$ cat src/rtl/traffic_pkg.sv
// Shared constants and light-controller encodings for the traffic-light slice.
package traffic_pkg;
  localparam int DEB_CYCLES_DEF = 4;
  localparam int TICK_DIV_DEF   = 50_000_000;
  localparam int HOLD_TICKS_DEF = 2;

  typedef enum logic [1:0] {
    GREEN  = 2'd0,
    YELLOW = 2'd1,
    RED    = 2'd2
  } light_t;

  typedef enum logic [1:0] {
    ST_A_GREEN  = 2'd0,
    ST_A_YELLOW = 2'd1,
    ST_B_GREEN  = 2'd2,
    ST_B_YELLOW = 2'd3
  } light_state_t;
endpackage

$ cat src/rtl/traffic_sensor_conditioner_if.sv
// Sensor-in / conditioned-out bundle between the raw sensors and the light FSM.
interface traffic_sensor_conditioner_if;
  logic rawA;
  logic rawB;
  logic sA;
  logic sB;
  logic tick;

  modport master (output rawA, rawB, input sA, sB, tick);
  modport slave  (input rawA, rawB, output sA, sB, tick);
endinterface

$ cat src/rtl/sensor_debounce.sv
// One sensor channel: 2-flop synchronizer, run-length debouncer and, with
// SENSOR_STRETCH_EN defined, a tick-counted hold stretcher on rising edges.
module sensor_debounce
  import traffic_pkg::*;
#(
  parameter int DEB_CYCLES = DEB_CYCLES_DEF
`ifdef SENSOR_STRETCH_EN
  , parameter int HOLD_TICKS = HOLD_TICKS_DEF
`endif
) (
  input  logic clk,
  input  logic reset,
  input  logic i_raw,
  input  logic i_tick,
  output logic o_s
);
  localparam int CW = (DEB_CYCLES > 1) ? $clog2(DEB_CYCLES) : 1;
  localparam logic [CW-1:0] CMAX = CW'(DEB_CYCLES - 1);

  logic [1:0]    r_sync;
  logic          r_deb;
  logic [CW-1:0] r_cnt;
  logic          w_q2;
  logic          w_accept;
  logic          w_deb_nxt;

  assign w_q2      = r_sync[1];
  assign w_accept  = (w_q2 != r_deb) && (r_cnt == CMAX);
  assign w_deb_nxt = w_accept ? w_q2 : r_deb;

  // Any sample matching the accepted level restarts the run count.
  always_ff @(posedge clk or posedge reset) begin
    if (reset) begin
      r_sync <= '0;
      r_deb  <= 1'b0;
      r_cnt  <= '0;
    end else begin
      r_sync <= {r_sync[0], i_raw};
      r_deb  <= w_deb_nxt;
      if ((w_q2 == r_deb) || w_accept) r_cnt <= '0;
      else                             r_cnt <= r_cnt + 1'b1;
    end
  end

`ifdef SENSOR_STRETCH_EN
  localparam int HW = (HOLD_TICKS > 0) ? $clog2(HOLD_TICKS + 1) : 1;

  logic [HW-1:0] r_hcnt;
  logic [HW-1:0] w_hcnt_nxt;
  logic          r_s;

  // A fresh rise reloads the hold even if a tick lands in the same cycle.
  always_comb begin
    w_hcnt_nxt = r_hcnt;
    if (w_accept && w_q2)              w_hcnt_nxt = HW'(HOLD_TICKS);
    else if (i_tick && (r_hcnt != '0)) w_hcnt_nxt = r_hcnt - 1'b1;
  end

  always_ff @(posedge clk or posedge reset) begin
    if (reset) begin
      r_hcnt <= '0;
      r_s    <= 1'b0;
    end else begin
      r_hcnt <= w_hcnt_nxt;
      r_s    <= w_deb_nxt | (w_hcnt_nxt != '0);
    end
  end

  assign o_s = r_s;
`else
  assign o_s = r_deb;
`endif
endmodule

$ cat src/rtl/traffic_sensor_conditioner.sv
// Conditions the A/B car sensors and generates the light-advance tick.
// Optional hold stretch on each channel is enabled by SENSOR_STRETCH_EN.
module traffic_sensor_conditioner
  import traffic_pkg::*;
#(
  parameter int DEB_CYCLES = DEB_CYCLES_DEF,
  parameter int TICK_DIV   = TICK_DIV_DEF,
  parameter int HOLD_TICKS = HOLD_TICKS_DEF
) (
  input  logic                         clk,
  input  logic                         reset,
  traffic_sensor_conditioner_if.slave  sif
);
  localparam int NUM_LANES = 2;
  localparam int TW = (TICK_DIV > 1) ? $clog2(TICK_DIV) : 1;
  localparam logic [TW-1:0] TMAX = TW'(TICK_DIV - 1);

  if (DEB_CYCLES < 1 || TICK_DIV < 2 || HOLD_TICKS < 0) begin : g_cfg_chk
    $error("traffic_sensor_conditioner: illegal parameter set");
  end

  logic [TW-1:0]        r_tcnt;
  logic                 r_tick;
  logic [NUM_LANES-1:0] w_raw;
  logic [NUM_LANES-1:0] w_s;

  // Free-running divider; the pulse is registered so it lands the cycle after wrap.
  always_ff @(posedge clk or posedge reset) begin
    if (reset) begin
      r_tcnt <= '0;
      r_tick <= 1'b0;
    end else begin
      r_tick <= (r_tcnt == TMAX);
      r_tcnt <= (r_tcnt == TMAX) ? '0 : r_tcnt + 1'b1;
    end
  end

  assign w_raw = {sif.rawB, sif.rawA};

  for (genvar l = 0; l < NUM_LANES; l++) begin : g_lane
    sensor_debounce #(
      .DEB_CYCLES(DEB_CYCLES)
`ifdef SENSOR_STRETCH_EN
      , .HOLD_TICKS(HOLD_TICKS)
`endif
    ) u_lane (
      .clk    (clk),
      .reset  (reset),
      .i_raw  (w_raw[l]),
      .i_tick (r_tick),
      .o_s    (w_s[l])
    );
  end

  assign sif.sA   = w_s[0];
  assign sif.sB   = w_s[1];
  assign sif.tick = r_tick;
endmodule

$ cat src/flat_wrapper.sv
// flat-port wrapper written by rule: the top's interface ports become plain ports
module traffic_sensor_conditioner_flat import traffic_pkg::*;
#(
  parameter int DEB_CYCLES = DEB_CYCLES_DEF,
  parameter int TICK_DIV   = TICK_DIV_DEF,
  parameter int HOLD_TICKS = HOLD_TICKS_DEF
)
  (clk, reset, sif_rawA, sif_rawB, sif_sA, sif_sB, sif_tick);
  traffic_sensor_conditioner_if sif_i ();
  input  logic clk;
  input  logic reset;
  input wire logic [$bits(sif_i.rawA)-1:0] sif_rawA;
  input wire logic [$bits(sif_i.rawB)-1:0] sif_rawB;
  output wire logic [$bits(sif_i.sA)-1:0] sif_sA;
  output wire logic [$bits(sif_i.sB)-1:0] sif_sB;
  output wire logic [$bits(sif_i.tick)-1:0] sif_tick;
  assign sif_i.rawA = sif_rawA;
  assign sif_i.rawB = sif_rawB;
  assign sif_sA = sif_i.sA;
  assign sif_sB = sif_i.sB;
  assign sif_tick = sif_i.tick;
  traffic_sensor_conditioner #(.DEB_CYCLES(DEB_CYCLES), .TICK_DIV(TICK_DIV), .HOLD_TICKS(HOLD_TICKS)) u_core (.clk(clk), .reset(reset), .sif(sif_i));
endmodule
$ cat config.mk
export PLATFORM = sky130hd
export DESIGN_NAME = traffic_sensor_conditioner_flat
export DESIGN_NICKNAME = d
export VERILOG_FILES = /design/src/rtl/traffic_pkg.sv /design/src/rtl/traffic_sensor_conditioner_if.sv /design/src/rtl/sensor_debounce.sv /design/src/rtl/traffic_sensor_conditioner.sv /design/src/flat_wrapper.sv
export SDC_FILE = /design/constraint.sdc
export NUM_CORES = 1
export LEC_CHECK = 0
export ABC_AREA = 0
export CORE_ASPECT_RATIO = 0.8
export CORE_UTILIZATION = 50
export CTS_CLUSTER_DIAMETER = 30
export DETAILED_ROUTE_END_ITERATION = 6
export GPL_TIMING_DRIVEN = 0
export MAX_ROUTING_LAYER = met4
export PLACE_DENSITY = 0.7
export SLEW_MARGIN = 25
export SYNTH_ARGS = -nofsm -noshare
export SYNTH_HDL_FRONTEND = slang
export SYNTH_SLANG_ARGS = --single-unit
$ cat constraint.sdc
create_clock -name clk -period 1.6 [get_ports clk]
set_input_delay 0.24 -clock clk [delete_from_list [all_inputs] [get_ports clk]]
set_output_delay 0.24 -clock clk [all_outputs]
set_load 0.05 [all_outputs]
After elaboration in Yosys (flattened, before gate mapping)
Index checks and enable logic that the tools add are counted.
W data, S select, Z words.
{"block": "word_totals", "rom_bits": 0, "in_bits": 4, "ram_bits": 0, "register_bits": 37, "latchBits": 0, "out_inout_bits": 3, "memories": 0, "wordCells": 25}
{"block": "classes", "mux": 3, "shift": 0, "n_div": 0, "multipliers": 0, "reduce_logical": 4, "eq_ne": 7, "n_lt_le_gt_ge": 0, "addsub": 3, "n_bitwise": 0}
{"cell": "$add A26 B1 Y26 const B", "n": 1}
{"cell": "$eq A26 B26 Y1 const B", "n": 1}
{"cell": "$mux W26", "n": 1}
{"cell": "$add A2 B1 Y2 const B", "n": 2}
{"cell": "$eq A2 B2 Y1 const B", "n": 2}
{"cell": "$mux W2", "n": 2}
{"cell": "$eq A1 B1 Y1", "n": 2}
{"cell": "$logic_and A1 B1 Y1", "n": 2}
{"cell": "$logic_or A1 B1 Y1", "n": 2}
{"cell": "$ne A1 B1 Y1", "n": 2}

Logic depth before layout (Yosys ltp)
{"block": "depth", "depth_word": 4, "mapped_depth": 7, "ltp_nobuf": 6}

Hierarchy
From an unflattened synthesis, not the netlist that was laid out.
{"block": "hier_totals", "hier_cells": 150, "hier_area_um2": 1681.6}
{"module": "traffic_sensor_conditioner", "area_per_inst_um2": 1323.8, "seq_area_each_um2": 675.6, "cells_per_inst": 128, "instances": 1}
{"module": "sensor_debounce", "area_per_inst_um2": 178.9, "seq_area_each_um2": 125.1, "cells_per_inst": 11, "instances": 2}

Worst setup path before layout
Ideal clock, no wire load.
{"block": "synth_timing", "kind": "reg-to-reg", "startpoint": "reg u_core.r_tcnt[0]", "endpoint": "reg u_core.r_tcnt[22]", "path_buffers": 1, "stages_incl_launch_ff": 8, "t_arrival_ns": 1.540, "setup_ns": 0.121, "slack_ns": -0.061, "required_time_ns": 1.479, "period_less_slack_ns": 1.661, "path_cell_list": "dfrtp_1 > ha_1 > and4_1 > buf_2 > nand3_1 > or4_1 > nand3_1 > o21ai_1"}
{"block": "synth_between", "elab_chain_len": 2, "word_cells_on_any_way": 3, "classes_between": "1 x add/sub; 1 x eq/ne; 1 x mux"}
{"element": "start: declaration", "line_no": "traffic_sensor_conditioner.sv:22", "text": "logic [TW-1:0] r_tcnt;"}
{"element": "start signal: assignment", "line_no": "traffic_sensor_conditioner.sv:34", "text": "r_tcnt <= (r_tcnt == TMAX) ? '0 : r_tcnt + 1'b1;"}
{"element": "$add A26 B1 Y26 / $eq A26 B26 Y1 (equally long branches)", "line_no": "traffic_sensor_conditioner.sv:34"}
{"element": "$mux W26 *", "line_no": "traffic_sensor_conditioner.sv:34"}
Every way passes the cells marked *; elsewhere a longest branch is shown, timed or not.
A chain may end at the register's enable or synchronous reset.

Worst setup path in the final report
{"block": "layout_timing", "startpoint": "reg u_core.r_tcnt[8]", "endpoint": "reg u_core.r_tcnt[23]"}
The elaborated chain is that of the path after synthesis.

==> impl_metrics.yaml <==
synth:
  async_flop_share: 1.00
  synth_cell_types: 28
  yosysSeqAreaShare: 0.551
  syn-num-nets: 160
  netlist_area_mm2: 0.00168
  synth_edf_count: 0
  netlist_instances: 152
  synth_top_area_share: 0.551
  synthTopCellsByArea: "dfrtp_1 (55%), xor2_1 (5.7%), xnor2_1 (5.2%)"
  ys.flop_type: "dfrtp_1"
  syn_area_per_cell_um2: 11.0
  synth-seq-cells: 37
  yosysTopAreaCell: "dfrtp_1"
  ys_warn_count: 0
cts:
  hold_buffers: 0
  cts_tree: "built"
  clock-root-buffer: "clkbuf_8"
  cts_buffers: 5
  clock_path_buffers: 2
  cts.sinks: 37
  htree_levels: 2
  clock_latency_ns: 0.29
  clk_pin_slew_worst_paths_ns: 0.07
worst_setup_path:
  worstSetupPathType: "register to register"
  worstReg2RegStart: "u_core.r_tcnt[8]$_DFF_PP0_"
  reg2reg_depth: 7
  crit_slowest_cell: "dfrtp_2"
  cpMostUsedCell: "nor4_4"
  cp_max_fo: 7
  crit_path_end: "u_core.r_tcnt[23]$_DFF_PP0_"
  ff2ff_setup_slack_ns: -0.10
  crit_path_cell_trace: "nor4_4 > nand4_1 > buf_4 > nor4_4 > buf_6 > buf_8 > nor2_2"
  endpoint_kind: "register"
  crit_arrival_ns: 1.88
  worstReg2RegEnd: "u_core.r_tcnt[23]$_DFF_PP0_"
  crit_start: "u_core.r_tcnt[8]$_DFF_PP0_"
  crit_required_ns: 1.78
  crit_path_start_kind: "register"
  slowest_delay_ns: 0.42
floorplan:
  dieArea_mm2: 0.00360
  core-area_mm2: 0.00315
  die_w_um: 66.8
  ios: 7
  row_count: 18
  die_h_um: 53.8
  start_util: 0.533
layout:
  area_delta_synth_final_pct: 27.0
  nets: 186
  antenna_cells: 0
  drive_above_1_share: 0.307
  fin_util: 0.677
global_route:
  grt_pass1_wl_um: 6110
  grt_usage: 0.256
  grt_pass1_vias: 1313
  antenna_found_initial: 0
  grt_max_degree: 38
  grt_overflow: 0
pwr:
  peakVddDrop_mv: 0.772
  p_total_mw: 1.95
  p_leak_nw: 0.936
  pwr_density_cell_mw_per_mm2: 915
timing:
  period_share: 1.06
  slew_headroom: 0.507
  hold_violations: 0
  worst_slack_ns: -0.103
  rsz0062_at_grt: "true"
  fmax_mhz: 587
  maxSlewViolCount: 0
  hold_slack_ns: 0.351
  tightest_slew_ns: 0.738
  fin_tns_setup_ns: -1.55
  fin_crit_ns: 1.70
  finalSetupViolCount: 18
  finalClockSkew_ns: 0.00516
run_status:
  status: "finished with violations"
  violations: "negative setup slack"
placed_design:
  io_buffers: 6
  place.gp.congestion: 0.768
  hpwl_um: 2260
detailed_routing:
  drt_wl_total_um: 3670
  drc_errors: 0
  antenna_left: 0
  wl_per_cell_um: 16.7
  dr.pass1.iters: 4
  vias: 1259
  initialDrtViolationCount: 90
  viasPerCell: 5.75
job:
  max_cap_violations: 0
min_path:
  min_path_type: "register to register"
## synth_stat cells, types with 2 or more instances
library cell	count
dfrtp_1	37
nor2_1	20
nand3_1	16
xor2_1	11
nand4_1	10
xnor2_1	10
nand2_1	9
and3_1	5
ha_1	4
nor3_1	4
o21ai_1	4
nor3b_1	3
mux2_2	2
nand3b_1	2
nor4_2	2
## how the worst min path moves through the flow
stage / startpoint / slack [ns] / to / cells past startpoint
global placement: u_core.g_lane[0].u_lane.r_sync[0]$_DFF_PP0_ / 0.33 / u_core.g_lane[0].u_lane.r_sync[1]$_DFF_PP0_ / 0
CTS: u_core.g_lane[0].u_lane.r_sync[0]$_DFF_PP0_ / 0.35 / u_core.g_lane[0].u_lane.r_sync[1]$_DFF_PP0_ / 0
detailed placement: u_core.g_lane[0].u_lane.r_sync[0]$_DFF_PP0_ / 0.34 / u_core.g_lane[0].u_lane.r_sync[1]$_DFF_PP0_ / 0
global route: u_core.g_lane[0].u_lane.r_sync[0]$_DFF_PP0_ / 0.36 / u_core.g_lane[0].u_lane.r_sync[1]$_DFF_PP0_ / 0
finish: u_core.g_lane[0].u_lane.r_sync[0]$_DFF_PP0_ / 0.35 / u_core.g_lane[0].u_lane.r_sync[1]$_DFF_PP0_ / 0
floorplan: sif_rawA / 0.27 / u_core.g_lane[0].u_lane.r_sync[0]$_DFF_PP0_ / 0
## layer usage
metal	routed length [um]	up-vias	track usage
li1	-	584	-
met1	1540	627	0.292
met2	1840	35	0.394
met3	187	13	0.0869
met4	103	0	0.149
met5	0	-	-
## placed cells by master, fill, tap and decap left out, types with 2 or more instances in the layout
master	count
dfrtp_1	32
nand3_1	12
xor2_1	11
nand4_1	10
xnor2_1	10
buf_4	10
nand2_1	9
nor2_1	8
nor2_2	7
and3_1	5
nand3_2	5
nor2_4	5
clkbuf_8	5
dfrtp_2	5
nor4_4	4
o21ai_1	4
buf_6	3
nor3_1	3
nor3b_1	3
ha_1	3
clkbuf_1	3
clkdlybuf4s50_1	3
dlygate4sd2_1	3
nand3b_1	2
mux2_2	2
## area by class of cell
class	count	area [um^2]
plain buffers	2	26.3
clock buffers	8	80.1
fillers	231	1020
inverters	1	3.75
multi-input cells	112	860
flip-flops and latches	37	932
well taps	40	50.0
repair buffers	19	181
## report_power, final
part | switching, mW | internal [mW]
sequential | 0.0440 | 1.01
clock | 0.313 | 0.309
combinational | 0.171 | 0.110
## state kept, by name (all words and copies together), names as in the netlist
register and cells:
u_core.r_tcnt 26, u_core.g_lane.u_lane.r_cnt 4, u_core.g_lane.u_lane.r_sync 4, u_core.g_lane.u_lane.o_s 2, u_core.sif.tick 1
## metrics by stage
step	area [um^2]	std cells	worst slack, ns
global placement	1800	198	-0.245
global route	2130	219	-0.161
floorplan	1690	152	-0.0109
CTS	2050	218	-0.0810
finish	2130	219	-0.103
detailed placement	1800	198	-0.335
## worst max-delay path, delay by kind of cell (launching register included)
| family | cells | cell delay [ns] |
|---|---|---|
| buffers and inverters | 3 | 0.53 |
| flip-flops | 1 | 0.42 |
| AND/OR/NAND/NOR | 4 | 0.64 |
## repair_timing
item / 4_1_cts / 5_1_grt
setup endpoints to repair: 24 / 22
gates cloned: 1 / 0
resized for setup: 19 / 22
pin swaps: 9 / 8
buffers inserted: 11 / 1
## cells by family (layout without fill, tap and decap cells)
logic type	after synthesis	in the layout	synth area share
xor gates and xnor gates	21	21	0.110
and+or+nand+nor	80	80	0.268
DFF	37	37	0.551
adders and majority gates	4	4	0.0298
AOI/OAI and AO/OA	5	5	0.0164
muxes	2	2	0.0134
buffers and inverters	3	30	0.0119
Note: power is estimated with default switching activity, not from simulation.
